**config.mk**
```make
export PLATFORM = sky130hd
export DESIGN_NAME = line_fifo_ctrl
export DESIGN_NICKNAME = d
export VERILOG_FILES = /design/src/rtl/line_fifo_ctrl.sv
export SDC_FILE = /design/constraint.sdc
export NUM_CORES = 1
export LEC_CHECK = 0
export CAP_MARGIN = 15
export CORE_UTILIZATION = 25
export CTS_BUF_LIST = sky130_fd_sc_hd__clkbuf_16
export DETAILED_ROUTE_END_ITERATION = 8
export DONT_BUFFER_PORTS = 1
export PLACE_DENSITY_LB_ADDON = 0.15
export SLEW_MARGIN = 20
export SYNTH_ARGS = -nofsm -noshare
export SYNTH_HDL_FRONTEND = slang
export SYNTH_SLANG_ARGS = --single-unit
```
**constraint.sdc**
```tcl
create_clock -name clock_in -period 2.9 [get_ports clock_in]
set_input_delay 0.29 -clock clock_in [delete_from_list [all_inputs] [get_ports clock_in]]
set_output_delay 0.29 -clock clock_in [all_outputs]
set_load 0.005 [all_outputs]
```
**src/rtl/line_fifo_ctrl.sv**
```systemverilog
// Line FIFO controller: tracks whole-line slots in an external buffer RAM.
// Define LINE_FIFO_OVERFLOW_DROP_EN to drop lines when full instead of stalling.
module line_fifo_ctrl #(
   parameter int LINE_SIZE = 20,
   parameter int NUM_LINES = 5,
   parameter int ADDR_W    = $clog2(NUM_LINES * LINE_SIZE)
) (
   input  logic                           clock_in,
   input  logic                           reset,
   input  logic                           in_valid,
   input  logic                           in_sol,
   output logic                           in_ready,
   output logic                           wr_en,
   output logic [ADDR_W-1:0]              wr_addr,
   input  logic                           rd_req,
   output logic                           rd_busy,
   output logic                           rd_en,
   output logic [ADDR_W-1:0]              rd_addr,
   output logic                           rd_sol,
   output logic                           rd_eol,
   output logic [$clog2(NUM_LINES+1)-1:0] lines_avail,
   output logic                           overflow
);

   localparam int CW  = (LINE_SIZE > 1) ? $clog2(LINE_SIZE) : 1;
   localparam int LW  = (NUM_LINES > 1) ? $clog2(NUM_LINES) : 1;
   localparam int AVW = $clog2(NUM_LINES + 1);

   localparam logic [CW-1:0]  COL_LAST  = CW'(LINE_SIZE - 1);
   localparam logic [LW-1:0]  LINE_LAST = LW'(NUM_LINES - 1);
   localparam logic [AVW-1:0] AV_FULL   = AVW'(NUM_LINES);

`ifdef LINE_FIFO_OVERFLOW_DROP_EN
   typedef enum logic [1:0] {W_IDLE, W_LINE, W_DROP} wr_state_t;
`else
   typedef enum logic [1:0] {W_IDLE, W_LINE} wr_state_t;
`endif
   typedef enum logic {R_IDLE, R_LINE} rd_state_t;

   wr_state_t      wr_state_q, wr_state_d;
   logic [LW-1:0]  wr_line_q, wr_line_d;
   logic [CW-1:0]  wr_col_q, wr_col_d;
   logic [CW-1:0]  wr_col_eff;
   rd_state_t      rd_state_q, rd_state_d;
   logic [LW-1:0]  rd_line_q, rd_line_d;
   logic [CW-1:0]  rd_col_q, rd_col_d;
   logic [AVW-1:0] lines_avail_q, lines_avail_d;
   logic           full;
   logic           accept;
   logic           commit;
   logic           rel;

   assign full = (lines_avail_q == AV_FULL) && (wr_state_q == W_IDLE);

`ifdef LINE_FIFO_OVERFLOW_DROP_EN
   logic overflow_q, overflow_d;
   assign in_ready = ~reset;
   assign overflow = overflow_q;
`else
   assign in_ready = ~reset & ~full;
   assign overflow = 1'b0;
`endif

   assign accept = in_valid & in_ready;

   // Write side: line assembly, restart on in_sol, commit on last column.
   always_comb begin
      wr_state_d = wr_state_q;
      wr_line_d  = wr_line_q;
      wr_col_d   = wr_col_q;
      wr_col_eff = wr_col_q;
      wr_en      = 1'b0;
      commit     = 1'b0;
`ifdef LINE_FIFO_OVERFLOW_DROP_EN
      overflow_d = overflow_q;
`endif
      unique case (wr_state_q)
         W_IDLE: begin
            wr_col_eff = '0;
            if (accept && in_sol) begin
               if (full) begin
`ifdef LINE_FIFO_OVERFLOW_DROP_EN
                  wr_state_d = W_DROP;
                  wr_col_d   = CW'(1);
                  overflow_d = 1'b1;
`endif
               end else begin
                  wr_en      = 1'b1;
                  wr_state_d = W_LINE;
                  wr_col_d   = CW'(1);
               end
            end
         end
         W_LINE: begin
            if (accept) begin
               wr_en = 1'b1;
               if (in_sol) begin
                  wr_col_eff = '0;
                  wr_col_d   = CW'(1);
               end else if (wr_col_q == COL_LAST) begin
                  commit     = 1'b1;
                  wr_col_d   = '0;
                  wr_state_d = W_IDLE;
                  wr_line_d  = (wr_line_q == LINE_LAST) ?
                               '0 : wr_line_q + LW'(1);
               end else begin
                  wr_col_d = wr_col_q + CW'(1);
               end
            end
         end
`ifdef LINE_FIFO_OVERFLOW_DROP_EN
         W_DROP: begin
            wr_col_eff = '0;
            if (accept) begin
               if (wr_col_q == COL_LAST) begin
                  wr_col_d   = '0;
                  wr_state_d = W_IDLE;
               end else begin
                  wr_col_d = wr_col_q + CW'(1);
               end
            end
         end
`endif
         default: begin
            wr_state_d = W_IDLE;
         end
      endcase
   end

   assign wr_addr = ADDR_W'(wr_line_q) * ADDR_W'(LINE_SIZE)
                  + ADDR_W'(wr_col_eff);

   // Read side: one request streams a whole committed line, then releases it.
   always_comb begin
      rd_state_d = rd_state_q;
      rd_line_d  = rd_line_q;
      rd_col_d   = rd_col_q;
      rel        = 1'b0;
      unique case (rd_state_q)
         R_IDLE: begin
            if (rd_req && (lines_avail_q != '0)) begin
               rd_state_d = R_LINE;
               rd_col_d   = '0;
            end
         end
         R_LINE: begin
            if (rd_col_q == COL_LAST) begin
               rel        = 1'b1;
               rd_col_d   = '0;
               rd_state_d = R_IDLE;
               rd_line_d  = (rd_line_q == LINE_LAST) ?
                            '0 : rd_line_q + LW'(1);
            end else begin
               rd_col_d = rd_col_q + CW'(1);
            end
         end
         default: begin
            rd_state_d = R_IDLE;
         end
      endcase
   end

   assign rd_busy = (rd_state_q == R_LINE);
   assign rd_en   = rd_busy;
   assign rd_sol  = rd_en && (rd_col_q == '0);
   assign rd_eol  = rd_en && (rd_col_q == COL_LAST);
   assign rd_addr = ADDR_W'(rd_line_q) * ADDR_W'(LINE_SIZE)
                  + ADDR_W'(rd_col_q);

   // Occupancy: commit and release in one cycle cancel out.
   always_comb begin
      lines_avail_d = lines_avail_q;
      if (commit && !rel) begin
         lines_avail_d = lines_avail_q + AVW'(1);
      end else if (rel && !commit) begin
         lines_avail_d = lines_avail_q - AVW'(1);
      end
   end

   assign lines_avail = lines_avail_q;

   // State registers; reset drops any partial line.
   always_ff @(posedge clock_in or posedge reset) begin
      if (reset) begin
         wr_state_q    <= W_IDLE;
         wr_line_q     <= '0;
         wr_col_q      <= '0;
         rd_state_q    <= R_IDLE;
         rd_line_q     <= '0;
         rd_col_q      <= '0;
         lines_avail_q <= '0;
`ifdef LINE_FIFO_OVERFLOW_DROP_EN
         overflow_q    <= 1'b0;
`endif
      end else begin
         wr_state_q    <= wr_state_d;
         wr_line_q     <= wr_line_d;
         wr_col_q      <= wr_col_d;
         rd_state_q    <= rd_state_d;
         rd_line_q     <= rd_line_d;
         rd_col_q      <= rd_col_d;
         lines_avail_q <= lines_avail_d;
`ifdef LINE_FIFO_OVERFLOW_DROP_EN
         overflow_q    <= overflow_d;
`endif
      end
   end

endmodule

```
==> results by group <==
Synth
  • Syn Inst Count: about 170
  • Post-synth EDFFs: 0
  • Area of the mapped netlist: 1590 sq um
  • Synth top cells by count: 21 x dfrtp_1, 20 x o21ai_0, 18 x ha_1
  • Synth area leader: dfrtp_1
  • Synth area leaders: dfrtp_1 33%, ha_1 14%, o21ai_0 6.3%
  • Ys async rst share: 100.0%
  • Yosys top cell area share: 33.04%
  • Sequential cell area fraction in the yosys report: 33.04%
  • Synthesis Warnings: 0
  • Syn Nets: 199
  • Synth Flop Type: dfrtp_1
  • Yosys reg bits: 21
  • Count leader, synth: dfrtp_1
  • Syn avg cell area: 9.192 sq um
  • Synth unique cells: 38

Timing
  • F_max: around 380 MHz
  • Final setup TNS: 0 ns
  • Actual slew at the worst max-slew pin: 0.8659 ns
  • Max Transition Viols Final: 0
  • Final hold vios: 0
  • Slew Limit Headroom: 42.21%
  • Final period util: 89.93%
  • Final min period: 2.608 ns
  • RSZ-0062 raised after global routing: no
  • Setup Skew: 0.007577 ns
  • Finish-stage setup viols: 0

Global routing
  • Largest net degree at the start of global routing: 22
  • All-Layer GR Usage: ~11%
  • First-pass GRT wire length: 5.775 mm
  • Vias in the first global route: 1171
  • GRT overflow: 0
  • Initial antenna violation count: 0

Clock network
  • Root Buffer: clkbuf_16
  • H-tree depth: 1
  • Maximum clock insertion buffer count: 2
  • TritonCTS clock tree: done
  • Cts hold-fix bufs: 0
  • Buffer count from post-CTS setup fixing: 0
  • Total CTS buffers: 3
  • Reg clk slew, reported paths: 0.06 ns
  • Clock Sinks: 21
  • Post-CTS sizing: 0
  • Later-pin clock latency in the skew report: 0.26 ns

Flow run
  • Max-Cap Viols: 0

Floorplanning
  • Core Area: around 6000 sq um
  • Die area: between 6000 and 7000 sq um
  • Initial Utilization: 26.39%
  • Cell Rows: 28
  • Num ports: 29
  • Die width: 81.76 um
  • Die Y: 81.76 um

Layout
  • Design area: about 1700 sq um
  • Layout cell share with drive strength beyond 1: 5.294%
  • Ant diodes: 0
  • Area Growth Syn to Fin: 8.104%
  • Layout Utilization: 28.53%
  • Nets: 197
  • FILL cells: approximately 650

Critical path
  • Crit path capture type: output port
  • Startpoint types: register
  • Crit-path cells: a21boi_0 -> and2_1 -> ha_1 -> a21o_1 -> a21oi_1 -> xnor2_1
  • Arrival @ worst endpoint: 2.32 ns
  • Critical path required time: between 2 and 3 ns
  • WS Path Type: reg2out
  • Critical Path Slowest Stage Cell: dfrtp_1
  • CP max stage delay: 0.60 ns
  • Crit-path max FO: 15

Routing
  • Via count: roughly 1200
  • First drt pass iteration count: 4
  • DR iter-0 viols: 56
  • Post-DRT Antenna Nets: 0
  • WL final: 3.335 mm
  • Post-DR vias/cell: 4.882
  • # DRC: 0
  • Per-cell routed wire length: between 10 and 15 um

Power and ir drop
  • Pwr per Cell Area: between 700 and 800 nW/um^2
  • Leakage: 0.7816 nW
  • Psw: 0.0005318 W
  • Logic pwr share: 37.6%
  • Sequential fraction of design power: 39.9%
  • P_int: 0.0008004 W
  • Clock power frac: 22.5%
  • IR drop worst, VDD: 0.2676 mV
  • Switching share of power: roughly two fifths

Status
  • Run status: complete, no violations

Hold path
  • HP Class: in2async

Place
  • Port buffer count: 0
  • Area after DPL: 1640 sq um
  • DP Wirelength: 2.556 mm
  • GPL Wtd Cong: 0.7438
layer usage:
metal / track usage (%) / part of all wire [%]
met1: 15.69 / 49
met4: 2.632 / 0.75
met3: 3.222 / 4.8
met2: 16.94 / 45
met5: 0 / 0
cell usage in the layout, fill, tap and decap left out, drive strengths merged, types with 2 or more instances in the layout:
| cell | instances |
|---|---|
| a21o | 2 |
| a21oi | 7 |
| a22o | 4 |
| a31oi | 2 |
| and2 | 5 |
| and3 | 2 |
| and4bb | 2 |
| clkbuf | 3 |
| dfrtp | 21 |
| fa | 3 |
| ha | 18 |
| inv | 16 |
| nand2 | 17 |
| nand3 | 3 |
| nand4 | 3 |
| nor2 | 8 |
| nor2b | 7 |
| o21ai | 20 |
| o31a | 2 |
| o31ai | 2 |
| or3 | 2 |
| xnor2 | 7 |
| xor2 | 4 |
cell type report:
class / count / area [sq um] / area share, %
Tap cell: 75 / 93.84 / 5.459
Sequential cell: 21 / 525.5 / 30.57
Inverter: 15 / 56.30 / 3.275
Clock buffer: 3 / 75.07 / 4.367
Multi-Input combinational cell: 130 / 964.7 / 56.11
Clock inverter: 1 / 3.754 / 0.2183
critical path: cells and delay by family (launching register included):
| kind | cells | cell delay, ns |
|---|---|---|
| flops | 1 | 0.60 |
| xor+xnor | 1 | 0.16 |
| compound gates | 3 | 0.81 |
| simple gates | 1 | 0.24 |
| fa+ha+maj | 1 | 0.25 |
registers in the layout, summed over array words and instances, names as in the netlist:
register / count
rd_col_q: 5
wr_col_q: 5
lines_avail: 3
rd_line_q: 3
wr_line_q: 3
rd_busy: 1
wr_state_q: 1
power by group through the flow:
stage               clock [W]  combinational [W]  sequential (W)
detailed placement          0           0.000501        0.000538
global placement            0           0.000486        0.000534
floorplan                   0           0.000458        0.000482
finish               0.000300           0.000501        0.000532
CTS                  0.000308           0.000507        0.000534
global route         0.000323           0.000582        0.000556
per-stage QoR:
| stage | power, W | setup slack (ns) | hold slack, ns | instances |
|---|---|---|---|---|
| finish | 0.001332 | 0.2920 | 0.09982 | 245 |
| global route | 0.001461 | 0.06128 | 0.1368 | 245 |
| CTS | 0.001349 | 0.2697 | 0.1432 | 245 |
| detailed placement | 0.001039 | 0.5518 | 0.4144 | 241 |
| floorplan | 0.0009401 | 0.7710 | 0.2665 | 173 |
| global placement | 0.001020 | 0.5967 | 0.4018 | 241 |
final timing paths:
check | slack, ns | from | endpoint | cells past startpoint
worst max-delay path | 0.29 | wr_state_q[0] | wr_addr[5] | 6
worst min-delay path | 0.1 | reset | lines_avail[1] | 1
worst max register to register | 0.65 | wr_col_q[0] | lines_avail[2] | 10
worst min register to register | 0.55 | lines_avail[2] | lines_avail[2] | 1
max in group asynchronous | 2.26 | reset | rd_col_q[1] | 1
min in group clock_in | 0.14 | in_sol | wr_col_q[1] | 1
cells by family (layout without fill, tap and decap cells):
family / Yosys count / after routing / synth area share [%]
simple gates: 54 / 54 / 18.96
compound gates: 41 / 41 / 16.13
buf+inv: 22 / 19 / 6.294
fa+ha+maj: 21 / 21 / 17.94
flops: 21 / 21 / 33.04
xor+xnor: 11 / 11 / 6.058
mux: 2 / 2 / 1.338
other cells: 1 / 1 / 0.2358
No activity file was read; power rests on OpenSTA's default activity.
